[src/rtl/cpu_defs.sv]
// Shared CPU definitions: opcodes, sequencer state encoding, PC source select
// and the opcode class bundle used by the control path.
package cpu_defs;

  localparam logic [5:0] OP_RTYPE = 6'h00;
  localparam logic [5:0] OP_LW    = 6'h23;
  localparam logic [5:0] OP_SW    = 6'h2B;
  localparam logic [5:0] OP_BEQ   = 6'h04;
  localparam logic [5:0] OP_J     = 6'h02;
  localparam logic [5:0] OP_HALT  = 6'h3F;

  typedef enum logic [2:0] {
    ST_IDLE   = 3'd0,
    ST_FETCH  = 3'd1,
    ST_DECODE = 3'd2,
    ST_EXEC   = 3'd3,
    ST_MEM    = 3'd4,
    ST_WB     = 3'd5,
    ST_HALT   = 3'd6
  } state_t;

  localparam logic [1:0] PC_SEL_SEQ    = 2'd0;
  localparam logic [1:0] PC_SEL_BRANCH = 2'd1;
  localparam logic [1:0] PC_SEL_JUMP   = 2'd2;

  // One-hot opcode class; exactly one field is set for any opcode.
  typedef struct packed {
    logic rtype;
    logic load;
    logic store;
    logic branch;
    logic jump;
    logic halt;
    logic illegal;
  } op_class_t;

endpackage

[src/rtl/ctrl_opclass.sv]
// Opcode classifier: maps the raw 6-bit opcode onto a one-hot class so the
// sequencer's next-state logic only tests single bits.
module ctrl_opclass
  import cpu_defs::*;
(
  input  logic [5:0] op,
  output op_class_t  op_class
);

  // Pure decode; anything outside the known set is flagged illegal.
  always_comb begin
    op_class = '0;
    case (op)
      OP_RTYPE: op_class.rtype   = 1'b1;
      OP_LW:    op_class.load    = 1'b1;
      OP_SW:    op_class.store   = 1'b1;
      OP_BEQ:   op_class.branch  = 1'b1;
      OP_J:     op_class.jump    = 1'b1;
      OP_HALT:  op_class.halt    = 1'b1;
      default:  op_class.illegal = 1'b1;
    endcase
  end

endmodule

[src/rtl/cpu_ctrl.sv]
// Multi-cycle instruction sequencer for the single-issue datapath.
//
// state  | meaning
// -------+------------------------------------------------------------
// IDLE   | waiting for run; all strobes low
// FETCH  | memory read of next instruction; IR/PC update on mem_ready
// DECODE | one cycle opcode dispatch; J, HALT and illegal retire here
// EXEC   | ALU cycle; BEQ resolves and retires here
// MEM    | load/store data access, held until mem_ready
// WB     | register write-back, retires RTYPE and LW
// HALT   | absorbing stop state, left only through reset
module cpu_ctrl
  import cpu_defs::*;
(
  input  logic        clk,
  input  logic        rst_n,
  input  logic        run,
  input  logic [5:0]  op,
  input  logic        zero,
  input  logic        mem_ready,
  output logic        mem_req,
  output logic        mem_we,
  output logic        ir_load,
  output logic        pc_load,
  output logic [1:0]  pc_sel,
  output logic        alu_en,
  output logic        reg_update,
  output logic [2:0]  state,
  output logic        retire,
  output logic [31:0] instr_count,
  output logic        illegal,
  output logic        halted
);

  state_t     state_q;
  state_t     state_d;
  op_class_t  op_class;
  logic       set_illegal;
  logic [31:0] count_q;
  logic       illegal_q;
  logic       halted_q;

  ctrl_opclass u_opclass (
    .op       (op),
    .op_class (op_class)
  );

  // State, retire counter and sticky flags; reset wins over any transition.
  always_ff @(posedge clk) begin
    if (!rst_n) begin
      state_q   <= ST_IDLE;
      count_q   <= '0;
      illegal_q <= 1'b0;
      halted_q  <= 1'b0;
    end else begin
      state_q  <= state_d;
      halted_q <= (state_d == ST_HALT);
      if (retire) begin
        count_q <= count_q + 32'd1;
      end
      if (set_illegal) begin
        illegal_q <= 1'b1;
      end
    end
  end

  // Next-state and datapath strobes; Mealy terms use mem_ready, op and zero.
  always_comb begin
    state_d     = state_q;
    mem_req     = 1'b0;
    mem_we      = 1'b0;
    ir_load     = 1'b0;
    pc_load     = 1'b0;
    pc_sel      = PC_SEL_SEQ;
    alu_en      = 1'b0;
    reg_update  = 1'b0;
    retire      = 1'b0;
    set_illegal = 1'b0;

    case (state_q)
      ST_IDLE: begin
        if (run) begin
          state_d = ST_FETCH;
        end
      end

      ST_FETCH: begin
        mem_req = 1'b1;
        if (mem_ready) begin
          ir_load = 1'b1;
          pc_load = 1'b1;
          pc_sel  = PC_SEL_SEQ;
          state_d = ST_DECODE;
        end
      end

      ST_DECODE: begin
        if (op_class.jump) begin
          pc_load = 1'b1;
          pc_sel  = PC_SEL_JUMP;
          retire  = 1'b1;
          state_d = ST_FETCH;
        end else if (op_class.halt) begin
          retire  = 1'b1;
          state_d = ST_HALT;
        end else if (op_class.illegal) begin
          set_illegal = 1'b1;
          retire      = 1'b1;
          state_d     = ST_FETCH;
        end else begin
          state_d = ST_EXEC;
        end
      end

      ST_EXEC: begin
        alu_en = 1'b1;
        if (op_class.rtype) begin
          state_d = ST_WB;
        end else if (op_class.load || op_class.store) begin
          state_d = ST_MEM;
        end else begin
          // BEQ; an opcode that changed after DECODE also lands here and
          // retires as a not-taken branch so the count stays consistent.
          retire = 1'b1;
          if (op_class.branch && zero) begin
            pc_load = 1'b1;
            pc_sel  = PC_SEL_BRANCH;
          end
          state_d = ST_FETCH;
        end
      end

      ST_MEM: begin
        mem_req = 1'b1;
        mem_we  = op_class.store;
        if (mem_ready) begin
          if (op_class.store) begin
            retire  = 1'b1;
            state_d = ST_FETCH;
          end else begin
            state_d = ST_WB;
          end
        end
      end

      ST_WB: begin
        reg_update = 1'b1;
        retire     = 1'b1;
        state_d    = ST_FETCH;
      end

      ST_HALT: begin
        state_d = ST_HALT;
      end

      default: begin
        state_d = ST_IDLE;
      end
    endcase
  end

  assign state       = state_q;
  assign instr_count = count_q;
  assign illegal     = illegal_q;
  assign halted      = halted_q;

endmodule

[config.mk]
export PLATFORM = sky130hd
export DESIGN_NAME = cpu_ctrl
export DESIGN_NICKNAME = d
export VERILOG_FILES = /design/src/rtl/cpu_defs.sv /design/src/rtl/ctrl_opclass.sv /design/src/rtl/cpu_ctrl.sv
export SDC_FILE = /design/constraint.sdc
export NUM_CORES = 1
export LEC_CHECK = 0
export BUFFER_PORTS_ARGS = -buffer_cell sky130_fd_sc_hd__buf_2
export CELL_PAD_IN_SITES_DETAIL_PLACEMENT = 1
export CELL_PAD_IN_SITES_GLOBAL_PLACEMENT = 1
export CORE_ASPECT_RATIO = 1.4
export CORE_UTILIZATION = 25
export DETAILED_ROUTE_END_ITERATION = 10
export GPL_TIMING_DRIVEN = 0
export PLACE_DENSITY = 0.57
export SLEW_MARGIN = 25
export SYNTH_ARGS = -nofsm -noshare
export SYNTH_HDL_FRONTEND = slang
export SYNTH_HIERARCHICAL = 1
export SYNTH_SLANG_ARGS = --single-unit
[constraint.sdc]
create_clock -name clk -period 3 [get_ports clk]
set_input_delay 0.15 -clock clk [delete_from_list [all_inputs] [get_ports clk]]
set_output_delay 0.15 -clock clk [all_outputs]
set_load 0.02 [all_outputs]
-- Word-level counts from Yosys, hierarchy flattened
Cells that the tools add are included.
- $add $sub $neg: 1
- eq/ne operators: 12
- mux-type cells: 43
- reduce and logical (&&, ||, !) cells: 6
- operators with widths (operator ; number):
    $add 32x1->32 const B ; 1
    $mux 1 ; 29
    $mux 3 ; 8
    $pmux 3 s7 ; 1
    $eq 6x6->1 const B ; 3
    $eq 3x3->1 const B ; 4
    $eq 3x2->1 const B ; 2
    $eq 6x2->1 const B ; 1
    $eq 6x3->1 const B ; 1
    $logic_not 6->1 ; 1
    $reduce_or 6->1 ; 1
    $mux 2 ; 2
    $pmux 1 s4 ; 1
    $pmux 2 s2 ; 1
    $eq 3x1->1 const B ; 1
    $logic_not 3->1 ; 1
    $pmux 1 s3 ; 1
    $reduce_or 2->1 ; 1
    $logic_and 1x1->1 ; 1
    $logic_or 1x1->1 ; 1
- flip-flop bits (word level): 37
- logic and storage cells: 66

-- Depth between registers and ports, before layout
Gate-level depths: netlist of run 1.
- depth in word-level cells: 7
- mapped depth: 10
- mapped depth without buffers: 8

-- Hierarchy
Netlist of run 1, hierarchy kept.
- by module, submodules not included (module ; times used ; cells each ; area each (µm²) ; seq. area each (µm²)):
    cpu_ctrl ; 1 ; 232 ; 2018.2 ; 740.7
    ctrl_opclass ; 1 ; 12 ; 88.8 ; 0.0

-- Least setup slack after synthesis of run 1
OpenSTA, ideal clock, no wires.
- path type: register to register
- from: register state_q[2], in the netlist state[2]
- to: register count_q[30], in the netlist instr_count[30]
- data arrival time: 2.528 ns
- path slack: 0.402 ns
- cell stages (with the launch flop): 9
- buffers on the path: 1
- period minus slack after synthesis: 2.598 ns
- path through: dfxtp_1 buf_6 inv_1 ha_1 and3b_1 nand3_1 a2111o_1 or4_1 a21oi_1
- word-level cells in the longest chain between the ends: 2
- ends and longest elaborated chain (element ; RTL line ; RTL):
    start: declaration ; cpu_ctrl.sv:35 ; state_t state_q;
    start signal: assignment ; cpu_ctrl.sv:56 ; state_q <= state_d;
    $eq 3x3->1 / $eq 3x2->1 (equally long branches) ; cpu_ctrl.sv:80 ; case (state_q)
    $pmux 1 s4 * ; cpu_ctrl.sv:80 ;
    end signal: assignment ; cpu_ctrl.sv:59 ; count_q <= count_q + 32'd1;
    end: declaration ; cpu_ctrl.sv:39 ; logic [31:0] count_q;
Every way passes the cells marked *; elsewhere a longest branch is shown, timed or not.
A chain may end at the register's enable or synchronous reset.

-- Worst setup path after layout of run 1
- from: input op[0]
- to: output retire
- word-level cells in the longest chain between the ends: 6
- ends and longest elaborated chain (element ; RTL line ; RTL):
    start: declaration ; cpu_ctrl.sv:18 ; input logic [5:0] op,
    $eq 6x6->1, or another cell as far along ; ctrl_opclass.sv:13 ; case (op)
    $reduce_or 6->1 (no source line) / $mux 1 (equally long branches) ; - ;
    $mux 1 / $logic_or 1x1->1 (equally long branches) ; cpu_ctrl.sv:106, cpu_ctrl.sv:119 ;
    $mux 1 (on tied branches) ; cpu_ctrl.sv:103, cpu_ctrl.sv:119 ;
    $mux 1 (on tied branches) ; cpu_ctrl.sv:98, cpu_ctrl.sv:117 ;
    $pmux 1 s4 * ; cpu_ctrl.sv:80 ;
    end: declaration ; cpu_ctrl.sv:29 ; output logic retire,
Marked as above.

==> impl_metrics.toml, run 1 <==
[status]
status = "complete, no violations"

[cells_and_area]
synthesis_to_layout_area_growth_pct = 28.7
final_util_pct = 33.3
drive_gt1_share_pct = 28.2
antenna-diode-count = 0
final_net_count = 320

[routing]
vias = 2063
postRouteWirelength_um = 6040
post_drt_wl_per_cell_um = 14.7
detail_route.drc_violations = 0
ant_nets = 0
vias_per_cell = 5.03
number_of_optimization_iterations_in_the_first_detailed_route_pass = 4
drt_first_iter_violations = 58

[synthesis]
synth.top_cells.by_area = "sky130_fd_sc_hd__dfxtp_1 (35%), sky130_fd_sc_hd__xnor2_1 (8.3%), sky130_fd_sc_hd__nor2_1 (5.2%), sky130_fd_sc_hd__a2111oi_0 (3.3%), sky130_fd_sc_hd__a21oi_1 (3.3%)"
synth_ff_type = "sky130_fd_sc_hd__dfxtp_1"
yosysTopAreaCell = "sky130_fd_sc_hd__dfxtp_1"
async_reset_ff_share_pct = 0
ys_ff_latch = 37
synth_top_area_share_pct = 35.2
synth_fp_nets = 257
synth.cell_area_mm2 = 0.00211
netlist_top_cells_count = "sky130_fd_sc_hd__dfxtp_1 (37), sky130_fd_sc_hd__nor2_1 (29), sky130_fd_sc_hd__xnor2_1 (20), sky130_fd_sc_hd__a21oi_1 (14), sky130_fd_sc_hd__nand2_1 (14)"
yosys.cell_count.top_type = "sky130_fd_sc_hd__dfxtp_1"
syn-instance-count = 244
post_synthesis_area_per_instance_um2 = 8.64
synth_cell_type_count = 48
yosysWarningCount = 6
synth-edff-count = 0
sequential_cell_area_fraction_in_the_yosys_report_pct = 35.2

[worst_setup_path]
worst-endpoint-required_ps = 2850
crit_path_start_kind = "primary input"
cpPeakStageDelay_ps = 570
critical_path.max_fanout = 10
crit_family = "simple AND/OR/NAND/NOR gates"
setup.worst_path.end_class = "primary output"
crit_slowest_cell = "sky130_fd_sc_hd__or4_4"
worstPathCellList = "buf_2 -> or4_4 -> a21oi_1 -> a41oi_1 -> or3_1 -> a32oi_2 -> buf_2 -> buf_2 -> a21oi_1 -> buf_2"
timing.critical_path.mode_cell = "sky130_fd_sc_hd__buf_2"
critical_path_class = "primary input to primary output"
worst_path_arrival_ps = 2670
critical_path.n_buffers_inverters = 4

[timing]
grt_setup_unrepaired = "yes"
final_setup_violations = 0
final_min_period_over_clock_period_pct = 93.9
slew_violations = 0
fmax_mhz = 355
max_slew_margin_pct = 60.8
finalWorstPathRequiredPeriod_ps = 2820
timing_worst_slew_pin_value_ps = 573
skew_ps = 7.14
report.final.hold_viol_count = 0
worst_slack_ps = 182

[placed_design]
port_buffers = 56
detailedPlacementHpwl_um = 4520
place.gp.congestion = 0.772
post-place-ws_ps = 47.5

[die]
die_outline_height_um = 111
num_rows = 39
fp.dieW_um = 79.6
floorplan.core_area_mm2 = 0.00815
design.die.area_mm2 = 0.00880
start_util_pct = 25.9
design.portCount = 57

[clocking]
h-tree-depth = 2
cts_tree = "built"
clkTransAtPathRegs_ps = 60
cts_made_buffers = 5
numClockSinks = 37
clock_latency_ps = 280
cts.root.buffer_cell = "sky130_fd_sc_hd__clkbuf_16"
cts-root-to-sink-buffers = 2
post-cts-setup-buffer-count = 0

[grt]
largest_net_degree_at_the_start_of_global_routing = 13
grt_pass1_wl_um = 10200
gr-total-overflow = 0
globalRouteTotalUtil_pct = 14.5
grt_antenna_before_repair = 0
grt_pass1_vias = 2046

[power_and_ir_drop]
overall_power_mw = 1.25
peakVddDrop_v = 0.000278
power-per-cell-area_mw_per_mm2 = 461
p_leak_nw = 1.02

[run]
drv.max_cap_violation_count = 0

[min_path]
timing.hold.worst.class = "primary input to register"
-- cell type report --
type                    instances  area [um^2]
clock buffers                   5          125
multi-input cells             183         1260
flip-flops and latches         37          741
well taps                     102          128
inverters                      12         45.0
plain buffers                  12         62.6
clock inverters                 3         65.1
fillers                       977         5440
repair buffers                 56          280
-- tightest hold or removal path: stages --
cell                       delay [ps]
sky130_fd_sc_hd__buf_2            140
sky130_fd_sc_hd__nand2b_1          70
sky130_fd_sc_hd__mux2i_1           50
-- registers in the layout, indices dropped and copies added (netlist names) --
| signal | count |
|---|---|
| illegal | 1 |
| halted | 1 |
| instr_count | 32 |
| state | 3 |
-- report_power, final --
group	internal (mW)	switching, mW	total (mW)
clock	0.475	0.205	0.680
sequential	0.494	0.00251	0.496
combinational	0.0241	0.0487	0.0728
-- timing repair --
action,CTS,global route
endpoints found under the setup margin,0,6
resized for setup,0,1
hold buffers,0,0
-- logic make-up (layout without fill, tap and decap cells) --
logic type | Yosys count | count (layout) | synth area share (%)
AND/OR/NAND/NOR | 101 | 101 | 26.8
multiplexers | 4 | 4 | 1.90
buffers and inverters | 24 | 88 | 5.11
XOR/XNOR | 20 | 20 | 8.31
flip-flops | 37 | 37 | 35.2
AO/OA/AOI/OAI | 56 | 56 | 21.5
adder cells (fa/ha/maj) | 2 | 2 | 1.19
-- through the flow --
stage / std cells / area (um^2) / setup TNS (ps) / hold WS, ps
2_1_floorplan: 244 / 2110 / 0 / 301
3_3_place_gp: 402 / 2510 / 0 / 450
3_5_place_dp: 402 / 2510 / 0 / 468
4_1_cts: 410 / 2710 / 0 / 188
5_1_grt: 410 / 2710 / -69.0 / 211
6_report: 410 / 2710 / 0 / 187
-- final timing paths --
kind	end	slack, ps	from	depth (start not counted)
worst max register to register	instr_count[30]	280	state[2]	8
worst min-delay path	instr_count[27]	190	rst_n	3
worst min register to register	illegal	470	illegal	2
worst max-delay path	retire	180	op[0]	10
-- layer usage --
layer	vias up	part of all wire, %	global-route usage (%)
met1	990	43	17.9
li1	1021	-	-
met3	7	4.8	3.22
met5	-	0	0
met4	0	1.1	3.88
met2	45	51	24.9
-- cells in the final DEF (no fill, tap or decap), types with 5 or more instances in the layout --
master | Yosys | final
sky130_fd_sc_hd__o21ai_0 | 7 | 7
sky130_fd_sc_hd__a211oi_1 | 8 | 8
sky130_fd_sc_hd__nand2_1 | 14 | 14
sky130_fd_sc_hd__a21oi_1 | 14 | 14
sky130_fd_sc_hd__buf_2 | 4 | 60
sky130_fd_sc_hd__inv_1 | 11 | 11
sky130_fd_sc_hd__nand3_1 | 12 | 12
sky130_fd_sc_hd__xnor2_1 | 20 | 20
sky130_fd_sc_hd__and4_1 | 5 | 5
sky130_fd_sc_hd__nand4_1 | 8 | 8
sky130_fd_sc_hd__nor2_1 | 29 | 29
sky130_fd_sc_hd__dfxtp_1 | 37 | 37
sky130_fd_sc_hd__a2111oi_0 | 8 | 8
sky130_fd_sc_hd__or3_1 | 5 | 5
sky130_fd_sc_hd__clkbuf_16 | 0 | 5
sky130_fd_sc_hd__clkbuf_1 | 5 | 5
No activity file was read; power rests on OpenSTA's default activity.
==> run 2, diff against run 1 <==
Settings changed: CELL_PAD_IN_SITES_GLOBAL_PLACEMENT 1 to 2, PLACE_DENSITY 0.57 to 0.68.
==> run 2 against run 1 <==
Clock power shrank 8.1%. Worst setup slack gained 39 ps. Sequential power is essentially flat. Critical path depth shrank 1. Critical path type is now register to register. Via count shrank 1.5%. Sequential share of layout area grew 0.14 points. Cell count is the same.
==> impl_metrics.toml, run 2 (synthesis results as in run 1) <==
[status]
status = "complete, no violations"

[cells_and_area]
multi_input_area_mm2 = 0.00126
final_net_count = 320
layout_common_cells = "sky130_fd_sc_hd__buf_2 (60), sky130_fd_sc_hd__dfxtp_1 (37), sky130_fd_sc_hd__nor2_1 (29)"
largest_register_ffs = 32
layout_commonest_cell = "sky130_fd_sc_hd__buf_2"
synthesis_to_layout_area_growth_pct = 28.0
final_util_pct = 33.1
layout.area.seq_um2 = 741
stdcell_area_mm2 = 0.00270
drive_gt1_share_pct = 28.2
antenna-diode-count = 0
fillerInstances = 979

[worst_setup_path]
critical_path_class = "register to register"
timing.critical_path.depth = 9
critical_path.max_fanout = 10
worst-r2r-cell-count = 9
critical_path.n_buffers_inverters = 3
cpPeakStageDelay_ps = 630
crit_family = "compound AO/OA/AOI/OAI gates"
crit_path_start_kind = "register"
crit_slowest_cell = "sky130_fd_sc_hd__a2111oi_0"
worst-endpoint-required_ps = 3150
setup.worst_path.end_class = "register"
worst_path_arrival_ps = 2930
worstPathCellList = "buf_6 -> inv_1 -> ha_1 -> and3b_1 -> nand3_1 -> clkbuf_1 -> a2111oi_0 -> xnor2_1 -> nor2_1"

[placed_design]
detailedPlacementHpwl_um = 4550
port_buffers = 56
place.gp.congestion = 0.735
placement.cell_area_mm2 = 0.00251

[clocking]
cts_tree = "built"
clkTransAtPathRegs_ps = 60
clock_latency_ps = 280
numClockSinks = 37
cts.root.buffer_cell = "sky130_fd_sc_hd__clkbuf_16"
h-tree-depth = 2
cts_made_buffers = 5
cts_hold_buffers = 0
cts-root-to-sink-buffers = 2

[die]
floorplan.core_area_mm2 = 0.00815
design.portCount = 57
fp.dieW_um = 79.6
num_rows = 39
die_outline_height_um = 111
start_util_pct = 25.9
design.die.area_mm2 = 0.00880

[grt]
globalRouteTotalUtil_pct = 14.8
largest_net_degree_at_the_start_of_global_routing = 13
gr-total-overflow = 0
grt_antenna_before_repair = 0
grt_pass1_wl_um = 10300
grt_pass1_vias = 2067

[power_and_ir_drop]
power-per-cell-area_mw_per_mm2 = 443
p_leak_nw = 1.01
peakVddDrop_v = 0.000240

[timing]
slew_violations = 0
skew_ps = 7.57
max_slew_margin_pct = 56.6
final.setup.tns_ps = 0
fmax_mhz = 360
finalWorstPathRequiredPeriod_ps = 2780
final_setup_violations = 0
final_min_period_over_clock_period_pct = 92.6
grt_setup_unrepaired = "no"
report.final.hold_viol_count = 0
timing_worst_slew_pin_value_ps = 634

[routing]
ant_nets = 0
vias = 2032
post_drt_wl_per_cell_um = 14.9
drt_first_iter_violations = 72
number_of_optimization_iterations_in_the_first_detailed_route_pass = 4
postRouteWirelength_um = 6110
detail_route.drc_violations = 0
vias_per_cell = 4.96

[min_path]
timing.hold.worst.class = "primary input to register"
min_delay_path_depth = 3

[run]
drv.max_cap_violation_count = 0
## run 2: through the flow
stage	power, mW	hold WS (ps)	cells	setup slack, ps
3_5_place_dp	0.580	471	402	-104
6_report	1.19	186	410	221
2_1_floorplan	0.550	301	244	402
3_3_place_gp	0.580	454	402	-90.1
4_1_cts	1.22	190	410	197
5_1_grt	1.24	220	410	20.1
## run 2: cell type report
type,instances,share of cell area (%)
plain buffers,12,2.32
clock buffers,6,5.15
clock inverters,2,1.39
inverters,12,1.67
multi-input cells,183,46.9
flip-flops and latches,37,27.5
well taps,102,4.73
repair buffers,56,10.4
## run 2: path summary, 6_finish.rpt
| path | to | slack, ps | startpoint |
|---|---|---|---|
| max | instr_count[15] | 220 | state[2] |
| min | instr_count[23] | 190 | rst_n |
| max reg2reg | instr_count[15] | 220 | state[2] |
| min reg2reg | instr_count[31] | 480 | instr_count[31] |
## run 2: where the power goes
part	total (mW)	switching [mW]	leakage (nW)	internal, mW
registers	0.496	0.00264	0.298	0.494
clock network	0.625	0.210	0.0831	0.415
logic	0.0725	0.0484	0.625	0.0241
total	1.19	0.262	1.01	0.933
## run 2: what timing repair did
item                       4_1_cts  5_1_grt
buffers inserted                 0        0
setup endpoints to repair        1        0
gates resized for setup          1        0
## run 2: per-layer routing
layer / vias up / GRT usage, % / share of wire [%]
met5: - / 0 / 0
met4: 0 / 4.36 / 1.4
met3: 5 / 2.64 / 2.9
met2: 30 / 26.2 / 52
met1: 976 / 17.8 / 43
li1: 1021 / - / -
## run 2: worst min-delay path, stage by stage
cell	delay, ps
sky130_fd_sc_hd__buf_2	140
sky130_fd_sc_hd__nand2_1	70
sky130_fd_sc_hd__mux2i_1	60
